### config.mk
export PLATFORM = sky130hd
export DESIGN_NAME = matmul_c_drain
export DESIGN_NICKNAME = d
export VERILOG_FILES = /design/src/rtl/matmul_pkg.sv /design/src/rtl/matmul_drain_fifo.sv /design/src/rtl/matmul_c_drain.sv
export SDC_FILE = /design/constraint.sdc
export NUM_CORES = 1
export LEC_CHECK = 0
export CORE_MARGIN = 5
export CORE_UTILIZATION = 53
export DETAILED_ROUTE_END_ITERATION = 10
export GPL_TIMING_DRIVEN = 0
export PLACE_DENSITY = 0.86
export SLEW_MARGIN = 20
export SYNTH_ARGS = -nofsm -noshare
export SYNTH_HDL_FRONTEND = slang
export SYNTH_HIERARCHICAL = 1
export SYNTH_SLANG_ARGS = --single-unit
### constraint.sdc
create_clock -name clk -period 5.3 [get_ports clk]
set_input_delay 1.06 -clock clk [delete_from_list [all_inputs] [get_ports clk]]
set_output_delay 1.06 -clock clk [all_outputs]
set_load 0.01 [all_outputs]
### src/rtl/matmul_pkg.sv
// Shared defaults and state encoding for the matrix-multiply C-matrix drain.
package matmul_pkg;

  localparam int DWIDTH_DEF       = 8;
  localparam int MAT_MUL_SIZE_DEF = 8;
  localparam int AWIDTH_DEF       = 16;

  typedef enum logic [1:0] {
    ST_IDLE  = 2'd0,
    ST_READ  = 2'd1,
    ST_FLUSH = 2'd2,
    ST_DONE  = 2'd3
  } drain_state_t;

endpackage

### src/rtl/matmul_drain_fifo.sv
// Two-entry output buffer for the C drain; entry0 is always the head.
module matmul_drain_fifo #(
  parameter int WIDTH = 65
) (
  input  logic             clk,
  input  logic             resetn,
  input  logic             push,
  input  logic [WIDTH-1:0] push_data,
  input  logic             pop,
  output logic [WIDTH-1:0] pop_data,
  output logic             full,
  output logic             empty,
  output logic [1:0]       count
);

  logic [WIDTH-1:0] entry0;
  logic [WIDTH-1:0] entry1;
  logic [1:0]       cnt;
  logic             do_push;
  logic             do_pop;

  assign do_pop   = pop && (cnt != 2'd0);
  assign do_push  = push && ((cnt != 2'd2) || do_pop);
  assign pop_data = entry0;
  assign full     = (cnt == 2'd2);
  assign empty    = (cnt == 2'd0);
  assign count    = cnt;

  // Shift-register storage: a pop moves entry1 to the head, a push fills the first free slot.
  always_ff @(posedge clk or negedge resetn) begin
    if (!resetn) begin
      entry0 <= '0;
      entry1 <= '0;
      cnt    <= '0;
    end else begin
      if (do_pop) begin
        if (do_push && (cnt == 2'd1)) begin
          entry0 <= push_data;
        end else begin
          entry0 <= entry1;
          if (do_push) entry1 <= push_data;
        end
      end else if (do_push) begin
        if (cnt == 2'd0) entry0 <= push_data;
        else             entry1 <= push_data;
      end
      cnt <= cnt + 2'(do_push) - 2'(do_pop);
    end
  end

endmodule

### src/rtl/matmul_c_drain.sv
// Drains rows of matrix C from a 1-cycle-latency BRAM into a valid/ready row stream.
// Optional feature: define MATMUL_C_DRAIN_COL_MASK_EN to add col_mask, which zeroes
// masked-off elements of every emitted row.
module matmul_c_drain #(
  parameter int DWIDTH       = matmul_pkg::DWIDTH_DEF,
  parameter int MAT_MUL_SIZE = matmul_pkg::MAT_MUL_SIZE_DEF,
  parameter int AWIDTH       = matmul_pkg::AWIDTH_DEF
) (
  input  logic                           clk,
  input  logic                           resetn,
  input  logic                           start,
  input  logic [AWIDTH-1:0]              base_addr,
  input  logic [15:0]                    addr_stride,
  input  logic [3:0]                     num_rows,
  output logic [AWIDTH-1:0]              bram_addr_c_ext,
  input  logic [MAT_MUL_SIZE*DWIDTH-1:0] bram_rdata_c_ext,
  output logic [MAT_MUL_SIZE*DWIDTH-1:0] bram_wdata_c_ext,
  output logic [MAT_MUL_SIZE-1:0]        bram_we_c_ext,
  output logic [MAT_MUL_SIZE*DWIDTH-1:0] m_data,
  output logic                           m_valid,
  input  logic                           m_ready,
  output logic                           m_last,
  output logic                           busy,
  output logic                           done,
  input  logic                           clear_done
`ifdef MATMUL_C_DRAIN_COL_MASK_EN
  ,
  input  logic [MAT_MUL_SIZE-1:0]        col_mask
`endif
);

  import matmul_pkg::*;

  localparam int RW = MAT_MUL_SIZE * DWIDTH;
  localparam int FW = RW + 1;

  drain_state_t state;
  drain_state_t state_nxt;

  logic [AWIDTH-1:0] addr_q;
  logic [15:0]       stride_q;
  logic [3:0]        rows_q;
  logic [3:0]        row_idx;
  logic              inflight;
  logic              inflight_last;
  logic              start_go;
  logic              room;
  logic              issue;
  logic              last_issue;
  logic              pop;

  logic [FW-1:0]     head;
  logic              fifo_full;
  logic              fifo_empty;
  logic [1:0]        fifo_count;

  assign bram_wdata_c_ext = '0;
  assign bram_we_c_ext    = '0;
  assign bram_addr_c_ext  = addr_q;

  assign start_go = (state == ST_IDLE) && start && (num_rows != 4'd0);
  assign pop      = !fifo_empty && m_ready;

  // Issue only when occupancy + in-flight - pop < 2, written out per in-flight case.
  assign room       = inflight ? (fifo_empty || ((fifo_count == 2'd1) && pop))
                               : (!fifo_full || pop);
  assign issue      = (state == ST_READ) && room;
  assign last_issue = issue && (row_idx == (rows_q - 4'd1));

  matmul_drain_fifo #(
    .WIDTH (FW)
  ) u_fifo (
    .clk       (clk),
    .resetn    (resetn),
    .push      (inflight),
    .push_data ({inflight_last, bram_rdata_c_ext}),
    .pop       (pop),
    .pop_data  (head),
    .full      (fifo_full),
    .empty     (fifo_empty),
    .count     (fifo_count)
  );

  assign m_valid = !fifo_empty;
  assign m_last  = !fifo_empty && head[FW-1];

`ifdef MATMUL_C_DRAIN_COL_MASK_EN
  logic [MAT_MUL_SIZE-1:0] mask_q;

  // Column mask is captured with the drain parameters.
  always_ff @(posedge clk or negedge resetn) begin
    if (!resetn)       mask_q <= '0;
    else if (start_go) mask_q <= col_mask;
  end

  // Zero each masked-off element of the head row.
  always_comb begin
    m_data = head[RW-1:0];
    for (int unsigned i = 0; i < MAT_MUL_SIZE; i++) begin
      if (!mask_q[i]) m_data[i*DWIDTH +: DWIDTH] = '0;
    end
  end
`else
  assign m_data = head[RW-1:0];
`endif

  // State register.
  always_ff @(posedge clk or negedge resetn) begin
    if (!resetn) state <= ST_IDLE;
    else         state <= state_nxt;
  end

  // Next-state and status outputs.
  always_comb begin
    state_nxt = state;
    busy      = 1'b0;
    done      = 1'b0;
    case (state)
      ST_IDLE: begin
        if (start) state_nxt = (num_rows != 4'd0) ? ST_READ : ST_DONE;
      end
      ST_READ: begin
        busy = 1'b1;
        if (last_issue) state_nxt = ST_FLUSH;
      end
      ST_FLUSH: begin
        busy = 1'b1;
        if (pop && head[FW-1]) state_nxt = ST_DONE;
      end
      ST_DONE: begin
        done = 1'b1;
        if (clear_done) state_nxt = ST_IDLE;
      end
      default: state_nxt = ST_IDLE;
    endcase
  end

  // Read address generation and in-flight tracking; the address register holds
  // the issued address and only advances when a further row remains to be issued.
  always_ff @(posedge clk or negedge resetn) begin
    if (!resetn) begin
      addr_q        <= '0;
      stride_q      <= '0;
      rows_q        <= '0;
      row_idx       <= '0;
      inflight      <= 1'b0;
      inflight_last <= 1'b0;
    end else begin
      inflight      <= issue;
      inflight_last <= last_issue;
      if (start_go) begin
        addr_q   <= base_addr;
        stride_q <= addr_stride;
        rows_q   <= num_rows;
        row_idx  <= '0;
      end else if (issue && !last_issue) begin
        addr_q  <= addr_q + AWIDTH'(stride_q);
        row_idx <= row_idx + 4'd1;
      end
    end
  end

endmodule
* Word-level counts from Yosys, hierarchy flattened
Cells that the tools add are included.
** Word-level totals
- Register bits after elaboration :: 176
- Input bits :: 105
- Word-level logic and storage cells :: 79
** Operators by class
- Add/sub/neg operators :: 5
- Equal/unequal tests :: 13
- Muxes and demuxes :: 22
- Reductions and logical operators :: 29
** Operator list (count)
- 2-to-1 mux 65 bit :: 9
- 2-to-1 mux 16 bit :: 2
- adder 16 bit :: 1
- logical AND 1 bit :: 12
- inequality test 2 bit (second input constant) :: 6
- 2-to-1 mux 2 bit :: 5
- 2-to-1 mux 4 bit :: 2
- one-hot mux 2 bit (4 select lines) :: 1
- nonzero test 2 bit :: 4
- == test 2 bit (second input constant) :: 3
- adder 4 x 1 -> 4 bit (second input constant) :: 1
- == test 2 x 1 -> 1 bit (second input constant) :: 2
- == test 4 bit :: 1
- logical NOT 2 bit :: 2
- AND reduction 4 bit :: 1
- nonzero test 4 bit :: 1
- subtractor 4 x 1 -> 4 bit (second input constant) :: 1
- logical NOT 1 bit :: 3
- logical OR 1 bit :: 3
- 2-to-1 mux 1 bit :: 3
- AND reduction 3 bit :: 1
- adder 2 x 1 -> 2 bit :: 1
- inequality test 2 x 1 -> 1 bit (second input constant) :: 1
- AND reduction 2 bit :: 1
- other kinds (2) :: 2

* Logic depth before layout (Yosys ltp)
Gate-level depths: netlist of the first run.
- Depth in word-level cells :: 12
- Mapped depth :: 12
- Gate-level depth less buffers :: 9

* Cells and area by module
The synthesis of the first run kept the hierarchy.
** By module, submodules not included
- matmul_drain_fifo :: times used 1, cells an instance 461, area an instance 6200.9 um^2
- matmul_c_drain :: times used 1, cells an instance 387, area an instance 3328.2 um^2

* Worst setup path after synthesis of the first run
No wires, ideal clock.
- Path kind :: register to register
- Start point :: reg u_fifo.cnt[1], in the netlist u_fifo/count[1]
- End point :: reg u_fifo.entry1[14]
- Setup time :: 0.128 ns
- Data arrival time :: 2.758 ns
- Setup slack :: 2.415 ns
- Stages on the path, launching flop included :: 12
- Path buffers :: 5
- Clock period less this slack :: 2.885 ns
- Cell sequence :: dfrtp_1 buf_2 buf_1 buf_1 nor2_1 nor2b_1 o21ai_0 ha_1 nor3_2 buf_4 buf_4 mux2_1
** Between the ends
- Cells in the longest elaborated chain, start to end :: 9
- Elaborated cells on any way between the ends :: 14
- Those cells by class :: eq/ne (4); mux (1); reduce/logical (9)
** RTL lines
- from (decl) :: line matmul_drain_fifo.sv:18 : logic [1:0] cnt;
- from (signal assigned) :: line matmul_drain_fifo.sv:47 : cnt <= cnt + 2'(do_push) - 2'(do_pop);
- logical NOT 2 bit (*) :: line matmul_drain_fifo.sv:26 : assign empty = (cnt == 2'd0);
- net fifo_empty :: line matmul_c_drain.sv:54 : logic fifo_empty;
- logical NOT 1 bit (*) :: line matmul_c_drain.sv:62 : assign pop = !fifo_empty && m_ready;
- logical AND 1 bit (*) :: line matmul_c_drain.sv:62
- net pop :: line matmul_c_drain.sv:50 : logic pop;
- logical AND 1 bit (*) :: line matmul_drain_fifo.sv:22 : assign do_pop = pop && (cnt != 2'd0);
- logical OR 1 bit :: line matmul_drain_fifo.sv:23 : assign do_push = push && ((cnt != 2'd2) || do_pop);
- logical AND 1 bit :: line matmul_drain_fifo.sv:23
- logical AND 1 bit :: line matmul_drain_fifo.sv:37 : if (do_push && (cnt == 2'd1)) begin
- inequality test 2 bit (no source line)
- AND reduction 3 bit (no source line)
- to (signal assigned) :: line matmul_drain_fifo.sv:41 : if (do_push) entry1 <= push_data;
- to (signal assigned) :: line matmul_drain_fifo.sv:45 : else entry1 <= push_data;
- to (decl) :: line matmul_drain_fifo.sv:17 : logic [WIDTH-1:0] entry1;
The timed path passes the listed nets; every way through them passes the cells marked *.
A chain may end at the register's enable or synchronous reset.

* Worst setup path in the final report of the first run
- Start point :: reg u_fifo.cnt[1], in the netlist u_fifo/count[1]
- End point :: out m_last
** Between the ends
- Cells in the longest elaborated chain, start to end :: 3
** RTL lines
- logical NOT 2 bit :: line matmul_drain_fifo.sv:26
- net fifo_empty :: line matmul_c_drain.sv:54
- logical NOT 1 bit :: line matmul_c_drain.sv:85 : assign m_last = !fifo_empty && head[FW-1];
- logical AND 1 bit :: line matmul_c_drain.sv:85
- to (decl) :: line matmul_c_drain.sv:22 : output logic m_last,
The timed path passes the listed nets, and every way through them passes these cells.

==> impl_metrics.csv, run 1 <==
group,metric,value,unit
global_route,met3_usage,6.88,%
timing,worst_pin_slew,0.666,ns
global_route,grt.total_usage,24.2,%
setup_path,crit_path_end_kind,"primary output",
timing,slew_headroom,55.5,%
global_route,grt_pass1_vias,7664,
synthesis,syn_area,9530,um2
power,powerDensity,658,nW/um2
cells_and_area,multiInputGateArea,4490,um2
clock_network,hold_buffers,0,
run,maxCapViolCount,0,
setup_path,crit_required,4.24,ns
cells_and_area,final_net_count,1258,
setup_path,startpoint_type,"flip-flop",
placement,io_buffers,188,
timing,drv_slew,0,
placement,gp_congestion,0.877,
placement,dp_hpwl,18400,um
synthesis,synth_top_cell_area_share,46.2,%
global_route,grt_overflow,0,
setup_path,crit_arrival,2.84,ns
timing,layout_setup_ws,1.40,ns
run_status,status,"complete, no violations",
global_route,grt_pass1_wl,40100,um
global_route,grt_max_degree,68,
power,combPwrFrac,54.1,%
timing,fin_skew,0.0102,ns
synthesis,yosys-top-cells-count,"176 x dfrtp_1, 82 x nand2_1, 79 x buf_4, 65 x o32a_1, 56 x or2_2",
min_path,worstHoldPathCells,2,
clock_network,clk_latency,0.43,ns
floorplanning,die_w,144,um
setup_path,path_max_fanout,10,
power,p_int,5.11,mW
clock_network,cts_resized,0,
cells_and_area,drive_gt1_share,24.6,%
routing,drtAntennaViolNets,0,
clock_network,clock_path_buffers,2,
timing,max_freq,256,MHz
global_route,met1_usage,31.3,%
floorplanning,dieArea,20800,um2
clock_network,cts_sinks,176,
floorplanning,io_pins,261,
timing,setup_violations,0,
routing,dr.pass1.iters,5,
synthesis,synth_top_area_cell,"dfrtp_1",
global_route,antenna_found_initial,2,
power,power_frac_clock,15.2,%
clock_network,clk_pin_slew_worst_paths,0.06,ns
routing,vias_per_cell,5.60,
clock_network,htreeDepth,4,
global_route,use_met2,39.7,%
routing,drc_errors,0,
synthesis,ys_seq_area_share,46.2,%
synthesis,async_flop_share,100,%
clock_network,cts_buffers,17,
timing,finalHoldViolCount,0,
floorplanning,start_util,53.4,%
cells_and_area,areaGrowthSynthToFinish,32.5,%
routing,wire_per_inst,18.6,um
synthesis,yosys_warnings,6,
placement,dp_worst_setup_slack,1.49,ns
power,seqPwrFrac,30.7,%
synthesis,postSynthCellCount,848,
cells_and_area,fillCellCount,1322,
synthesis,avgSynthCellArea,11.2,um2
synthesis,yosys_register_bits,176,
power,ir_drop,0.425,mV
floorplanning,core_area,17800,um2
synthesis,yosys.cell_types.count,57,
clock_network,cts_setup_buffers,0,
routing,dr.first_iter.drc_count,468,
clock_network,cts_tree,"yes",
synthesis,synth-main-ff-cell,"dfrtp_1",
power,power.switching,3.19,mW
cells_and_area,register_area,4400,um2
clock_network,clockRootBuffer,"clkbuf_16",
routing,via_count,7671,
global_route,grt-busiest-layer,"met2",
setup_path,rr_worst_depth,11,
power,leakagePower,5.51,nW
floorplanning,die_h,144,um
synthesis,netlist_top_cells_area,"dfrtp_1 46%, o32a_1 6.8%, o221a_2 6.5%, buf_4 6.2%, mux2_1 6.0%",
synthesis,synth_most_common_cell,"dfrtp_1",
power,sw_frac_of_total,38.5,%
timing,min_period,3.90,ns
timing,fin_setup_tns,0,ns
min_path,hold_path_class,"flip-flop to flip-flop",
synthesis,synth-edff-count,0,
setup_path,crit_type,"flip-flop to primary output",
floorplanning,num_rows,49,
timing,rsz0062_at_grt,"false",
routing,drt_wl_total,25500,um
timing,final_min_period_over_clock_period,73.6,%
-- kinds of logic (layout without fill, tap and decap cells) --
| group | count (synthesis) | in the layout | synth area share [%] |
|---|---|---|---|
| AO/OA/AOI/OAI | 202 | 202 | 19.2 |
| XOR/XNOR | 21 | 21 | 1.93 |
| adder cells (fa/ha/maj) | 25 | 25 | 3.36 |
| buffers and inverters | 148 | 370 | 9.44 |
| flip-flops | 176 | 176 | 46.2 |
| multiplexers | 79 | 79 | 9.16 |
| other | 1 | 73 | 0.0394 |
| AND/OR/NAND/NOR | 196 | 196 | 10.7 |
-- registers in the layout (all words and copies together), names as in the netlist --
name             cells
u_fifo/count         2
inflight             1
row_idx              4
rows_q               4
state                2
bram_addr_c_ext     16
u_fifo/entry1       65
u_fifo/pop_data     65
stride_q            16
inflight_last        1
-- worst max-delay path, cell delays in order, from the launching register on --
cell and delay (ns):
dfrtp_1 0.33, buf_2 0.21, buf_1 0.42, buf_1 0.46
nor2_1 0.21, nor2b_1 0.21, clkdlybuf4s50_1 0.57
-- final timing paths --
kind / from / end / slack, ns
worst min register to register: stride_q[3] / stride_q[3] / 0.49
min in group asynchronous: resetn / u_fifo/entry1[26] / 0.53
worst min-delay path: stride_q[3] / stride_q[3] / 0.49
worst max register to register: u_fifo/count[1] / u_fifo/entry1[36] / 1.47
max in group asynchronous: resetn / u_fifo/entry1[57] / 4.09
worst max-delay path: u_fifo/count[1] / m_last / 1.40
-- per-stage QoR --
| step | instances | hold WS [ns] | total power, mW | cell area [um2] | util (%) |
|---|---|---|---|---|---|
| 2_1_floorplan | 919 | 0.450 | 5.43 | 9800 | - |
| 3_3_place_gp | 1336 | 0.464 | 6.82 | 12000 | 67.1 |
| 3_5_place_dp | 1338 | 0.473 | 6.99 | 12000 | 67.4 |
| 4_1_cts | 1370 | 0.489 | 8.30 | 12600 | 70.7 |
| 5_1_grt | 1371 | 0.505 | 8.86 | 12600 | 70.8 |
| 6_report | 1371 | 0.488 | 8.31 | 12600 | 70.8 |
-- layer usage --
layer	vias up	wire, um	part of all wire [%]
met1	3766	9950	39
met2	331	12700	50
li1	3543	-	-
met5	-	13	0.051
met3	29	2470	9.7
met4	2	417	1.6
-- layout make-up --
type / count / area share (%)
Antenna cell: 1 / 0.0198
Buffer: 135 / 6.74
Clock buffer: 19 / 3.51
Clock inverter: 13 / 1.22
Inverter: 13 / 0.387
Multi-Input combinational cell: 595 / 35.6
Sequential cell: 176 / 34.9
Tap cell: 229 / 2.27
Timing Repair Buffer: 190 / 15.4
-- cell usage in the layout (no fill, tap or decap), drive strengths merged, types with 4 or more instances in the layout --
cell and n:
inv 17, o32a 65, mux2 66, a21o 9, nand2b 4, o21ai 29, ha 24, nor2 17
or2 66, nor2b 4, o221a 65, a21oi 12, xnor2 16, nand2 82, nor3 6, mux2i 13
a31oi 4, clkinv 5, buf 116, nand3 4, clkdlybuf4s50 187, dfrtp 176, clkbuf 41, xor2 5
conb 72
-- power by group through the flow --
stage,combinational [mW],clock (mW),sequential [mW]
finish,4.49,1.26,2.55
detailed placement,4.45,0,2.55
floorplan,2.87,0,2.56
global route,4.90,1.34,2.62
CTS,4.48,1.28,2.54
global placement,4.31,0,2.51
Note: power is estimated with default switching activity, not from simulation.
==> run 2: changes to the inputs <==
--- a/config.mk
+++ b/config.mk
@@ -6,10 +6,10 @@
 export NUM_CORES = 1
 export LEC_CHECK = 0
 export CORE_MARGIN = 5
-export CORE_UTILIZATION = 53
+export CORE_UTILIZATION = 49
 export DETAILED_ROUTE_END_ITERATION = 10
 export GPL_TIMING_DRIVEN = 0
-export PLACE_DENSITY = 0.86
+export PLACE_DENSITY = 0.8
 export SLEW_MARGIN = 20
 export SYNTH_ARGS = -nofsm -noshare
 export SYNTH_HDL_FRONTEND = slang
==> constraint.sdc (replaced) <==
create_clock -name clk -period 3.9 [get_ports clk]
set_input_delay 0.78 -clock clk [delete_from_list [all_inputs] [get_ports clk]]
set_output_delay 0.78 -clock clk [all_outputs]
set_load 0.01 [all_outputs]
==> run 2 against run 1 <==
  * Sequential power up 35%
  * Hold slack worse by 0.12 ns
  * Largest cell class unchanged
  * Cell area up 0.23%
  * Die area up 7.6%
  * Sequential share of layout area down 0.079 points
  * Clock skew down 0.00057 ns
==> impl_metrics.csv, run 2 (synthesis gave the netlist of run 1 again) <==
group,metric,value,unit
run_status,status,"complete, no violations",
placement,dp_hpwl,17900,um
timing,rsz0062_at_grt,"false",
floorplanning,die_h,149,um
timing,drv_slew,0,
clock_network,clk_latency,0.42,ns
clock_network,htreeDepth,4,
cells_and_area,utilization,65.4,%
timing,max_freq,274,MHz
setup_path,crit_required,3.12,ns
setup_path,crit_arrival,2.87,ns
timing,fin_skew,0.00965,ns
cells_and_area,areaGrowthSynthToFinish,32.8,%
setup_path,crit_type,"flip-flop to primary output",
floorplanning,dieArea,22300,um2
global_route,met3_usage,6.60,%
routing,vias_per_cell,5.33,
timing,finalHoldViolCount,0,
power,power,11.3,mW
setup_path,startpoint_type,"flip-flop",
global_route,grt_pass1_vias,7711,
cells_and_area,n_antenna_cell,0,
timing,layout_setup_ws,0.254,ns
clock_network,clockRootBuffer,"clkbuf_16",
clock_network,clk_pin_slew_worst_paths,0.07,ns
clock_network,cts_tree,"yes",
global_route,grt.total_usage,22.5,%
global_route,grt-busiest-layer,"met2",
global_route,antenna_found_initial,1,
setup_path,crit_path_end_kind,"primary output",
timing,worst_pin_slew,0.689,ns
placement,io_buffers,188,
timing,setup_violations,0,
floorplanning,io_pins,261,
floorplanning,num_rows,51,
cells_and_area,final_net_count,1257,
clock_network,cts_sinks,176,
setup_path,path_max_fanout,10,
min_path,hold_path_class,"primary input to async pin",
placement,dp_worst_setup_slack,0.0786,ns
cells_and_area,final_common_cell,"clkdlybuf4s50_1",
routing,via_count,7484,
routing,drt_wl_total,25300,um
global_route,use_met2,37.3,%
floorplanning,core_area,19300,um2
routing,dr.pass1.iters,5,
global_route,grt_pass1_wl,40400,um
cells_and_area,final_cell_mix,"187 x clkdlybuf4s50_1, 176 x dfrtp_1, 82 x nand2_1, 79 x buf_4, 72 x conb_1",
routing,drtAntennaViolNets,0,
global_route,met1_usage,29.5,%
timing,min_period,3.65,ns
clock_network,cts_setup_buffers,0,
power,ir_drop,0.505,mV
cells_and_area,fillCellCount,1557,
floorplanning,start_util,49.3,%
setup_path,critPathMaxStageDelay,0.57,ns
routing,drc_errors,0,
timing,slew_headroom,54.1,%
cells_and_area,drive_gt1_share,24.7,%
cells_and_area,register_area,4400,um2
floorplanning,die_w,149,um
global_route,grt_max_degree,91,
global_route,grt_overflow,0,
power,powerDensity,895,nW/um2
routing,wire_per_inst,18.0,um
cells_and_area,stdcell_count,1405,
placement,gp_congestion,0.907,
power,leakagePower,5.51,nW
timing,final_min_period_over_clock_period,93.5,%
routing,dr.first_iter.drc_count,367,
run,maxCapViolCount,0,
placement,placed_cells,1373,
cells_and_area,multiInputGateArea,4490,um2
clock_network,clock_path_buffers,2,
clock_network,cts_buffers,17,
setup_path,timing.critical_path.mode_cell,"buf_1",
setup_path,critPathSlowestCell,"clkdlybuf4s50_1",
setup_path,worstPathCellList,"buf_2, buf_1, buf_1, nor2_1, nor2b_1, clkdlybuf4s50_1",
run 2: changes by cell type in the layout (fill, tap and decap cells not counted):
| cell | previous run | this run |
|---|---|---|
| buf_16 | 2 | 1 |
| bufinv_16 | 2 | 3 |
| clkbuf_1 | 22 | 21 |
| clkbuf_8 | 1 | 0 |
| clkinv_2 | 0 | 3 |
| clkinvlp_4 | 2 | 1 |
| diode_2 | 1 | 0 |
| inv_6 | 4 | 3 |
| nor2b_1 | 4 | 3 |
| nor2b_2 | 0 | 1 |
run 2: path summary, 6_finish.rpt:
check	start	endpoint	slack (ns)	cells past startpoint
worst min-delay path	resetn	u_fifo/pop_data[19]	0.37	1
worst max register to register	u_fifo/count[1]	u_fifo/entry1[31]	0.30	11
worst max-delay path	u_fifo/count[1]	m_last	0.25	6
min in group clk	stride_q[6]	stride_q[6]	0.49	2
max in group asynchronous	resetn	u_fifo/entry1[64]	2.64	2
worst min register to register	stride_q[6]	stride_q[6]	0.49	2
run 2: per-stage QoR:
stage	setup TNS [ns]	hold slack, ns	instance area [um2]
global route	0	0.408	12700
detailed placement	0	0.475	12000
floorplan	0	0.450	9800
global placement	-933.09	0.464	12000
finish	0	0.372	12700
CTS	0	0.384	12600
run 2: per-layer routing:
metal  routed length [um]  up-vias
met1                10700     3676
met4                  293        2
met3                 2010       28
li1                     -     3547
met2                12300      231
met5                   13        -
run 2: area by class of cell:
type                       count  share of cell area (%)
timing repair buffer         189                    15.1
multi-input combinational    595                    35.5
buffer                       135                    6.72
tap                          265                    2.62
inverter                      13                   0.386
sequential                   176                    34.8
clock inverter                15                    1.44
clock buffer                  17                    3.36
run 2: timing repair:
item,in CTS,in global routing
hold endpoints to repair,0,0
gates resized for setup,0,1
setup endpoints to repair,0,77
hold buffers,0,0
run 2: critical path: cells and delay by family (launching register included):
family,cells,cell delay (ns)
buf+inv,4,1.71
simple gates,2,0.41
flops,1,0.33
run 2: power by group:
part	switching [mW]	leakage [nW]	internal [mW]
Combinational	2.91	3.13	3.20
Sequential	0.664	2.07	2.77
Clock	0.754	0.298	1.02
==> run 3: changes to the inputs <==
--- a/config.mk
+++ b/config.mk
@@ -5,6 +5,7 @@
 export SDC_FILE = /design/constraint.sdc
 export NUM_CORES = 1
 export LEC_CHECK = 0
+export CAP_MARGIN = 10
 export CORE_MARGIN = 5
 export CORE_UTILIZATION = 49
 export DETAILED_ROUTE_END_ITERATION = 10
==> results of run 3 <==
Same layout as run 2: the final DEF is identical, and so are final timing and power.
==> RTL change: new RTL, flow settings as in run 3 <==
`MAT_MUL_SIZE_DEF`: 8 -> 4.
--- a/src/rtl/matmul_pkg.sv
+++ b/src/rtl/matmul_pkg.sv
@@ -4,3 +4,3 @@
   localparam int DWIDTH_DEF       = 8;
-  localparam int MAT_MUL_SIZE_DEF = 8;
+  localparam int MAT_MUL_SIZE_DEF = 4;
   localparam int AWIDTH_DEF       = 16;
Interface: changed (resized bram_rdata_c_ext, bram_wdata_c_ext, bram_we_c_ext and m_data); port bits go from 261 to 161. No check against the original RTL was run, so the function may have changed too.
==> RTL change against run 3 <==
Fmax up 7.3%. Clock skew about the same. Sequential cell count decreased by 64. Count of clock-buffer cells in the layout shrank 7. Power down 35%. Setup slack better by 0.25 ns. Area after synthesis decreased by 34%. Final cell count decreased by 33%. Final area is 35% lower. Non-clock buffer count is 126 lower. Routed wire length decreased by 35%. Critical path type is now reg2reg. Largest power group unchanged. Highest routed layer is now met4.
==> RTL change: results (changes against run 3) <==
{| class="wikitable"
! Metric !! Value
|-
| Run status || finished, final reports clean (unchanged)
|-
| Final Instance Count excl. Fillers || 942 (was 1405)
|-
| Final net count || 863 (was 1257)
|-
| Synth Area in Compound Gates || 18.2% (was 19.2%)
|-
| Routing usage on met3 || 6.45% (was 6.60%)
|-
| Portion of the layout cell area used by clock cells || 3.40% (was 4.81%)
|-
| Worst-case reg-to-reg path depth || 9 (was 11)
|-
| Worst-case clock skew || 0.00936 ns (was 0.00965 ns)
|-
| Post-placement worst setup slack || 0.303 ns (was 0.0786 ns)
|-
| Share of final-layout standard cells stronger than drive strength 1 || 22.1% (was 24.7%)
|-
| Routed met1 length || 6.83 mm (was 10.7 mm)
|-
| Tot GR Track Use || 22.3% (was 22.5%)
|-
| Synth Area in Adders || 5.08% (was 3.36%)
|-
| First-pass GRT wire length || 26.8 mm (was 40.4 mm)
|-
| Leakage power summed over all cells || 3.60 nW (was 5.51 nW)
|-
| Critical path's largest stage delay || 0.45 ns (was 0.57 ns)
|-
| Relative slew margins || 61.7% (was 54.1%)
|-
| Commonest cells in the synthesized netlist || sky130_fd_sc_hd__dfrtp_1, sky130_fd_sc_hd__nand2_1, sky130_fd_sc_hd__buf_4, sky130_fd_sc_hd__o32a_1, sky130_fd_sc_hd__or2_2 (unchanged)
|-
| Total instance count after detailed placement || 926 (was 1373)
|-
| IR drop worst, VDD || 384 uV (was 505 uV)
|-
| Arrival time at the worst endpoint || 3.63 ns (was 2.87 ns)
|-
| Metal3 WL || 1.13 mm (was 2.01 mm)
|-
| Number of buffers other than clock buffers in the final layout || 198 (was 324)
|-
| Xor and xnor fraction of the mapped netlist area || 2.92% (was 1.93%)
|-
| Final hold slack || 0.366 ns (was 0.372 ns)
|-
| Cts bufs inserted || 9 (was 17)
|-
| Share of cell area taken by multi-input logic gates || 38.1% (was 35.5%)
|-
| Via count of the first global-routing pass || 5458 (was 7711)
|-
| Number of vias per cell after detailed routing || 5.49 (was 5.33)
|-
| Mux contribution to synthesized area || 8.14% (was 9.16%)
|-
| CTS H-tree depth || 3 (was 4)
|-
| Fraction of the cycle the final worst path needs || 87.1% (was 93.5%)
|}
## RTL change: cell count changes after synthesis, moves of 3 or more
cell                       before  now
sky130_fd_sc_hd__clkbuf_1      21   18
sky130_fd_sc_hd__o221a_2       55   25
sky130_fd_sc_hd__or2_1         10    1
sky130_fd_sc_hd__o32a_1        65   33
sky130_fd_sc_hd__mux2_2        15   31
sky130_fd_sc_hd__or2_2         56   33
sky130_fd_sc_hd__mux2_1        51    3
sky130_fd_sc_hd__dfrtp_1      176  112
sky130_fd_sc_hd__buf_6          1    4
sky130_fd_sc_hd__buf_2         31   13
sky130_fd_sc_hd__buf_4         79   37
## RTL change: repair_timing
action	in CTS	in global routing
hold buffers	0	0
resized for setup	0	1
setup endpoints to repair	0	17
## RTL change: where the power goes
part / total, mW / leakage (nW) / switching [mW] / internal [mW]
combinational: 4.26 / 2.13 / 2.07 / 2.19
clock: 0.885 / 0.135 / 0.441 / 0.443
sequential: 2.22 / 1.33 / 0.462 / 1.76
total: 7.37 / 3.60 / 2.98 / 4.39
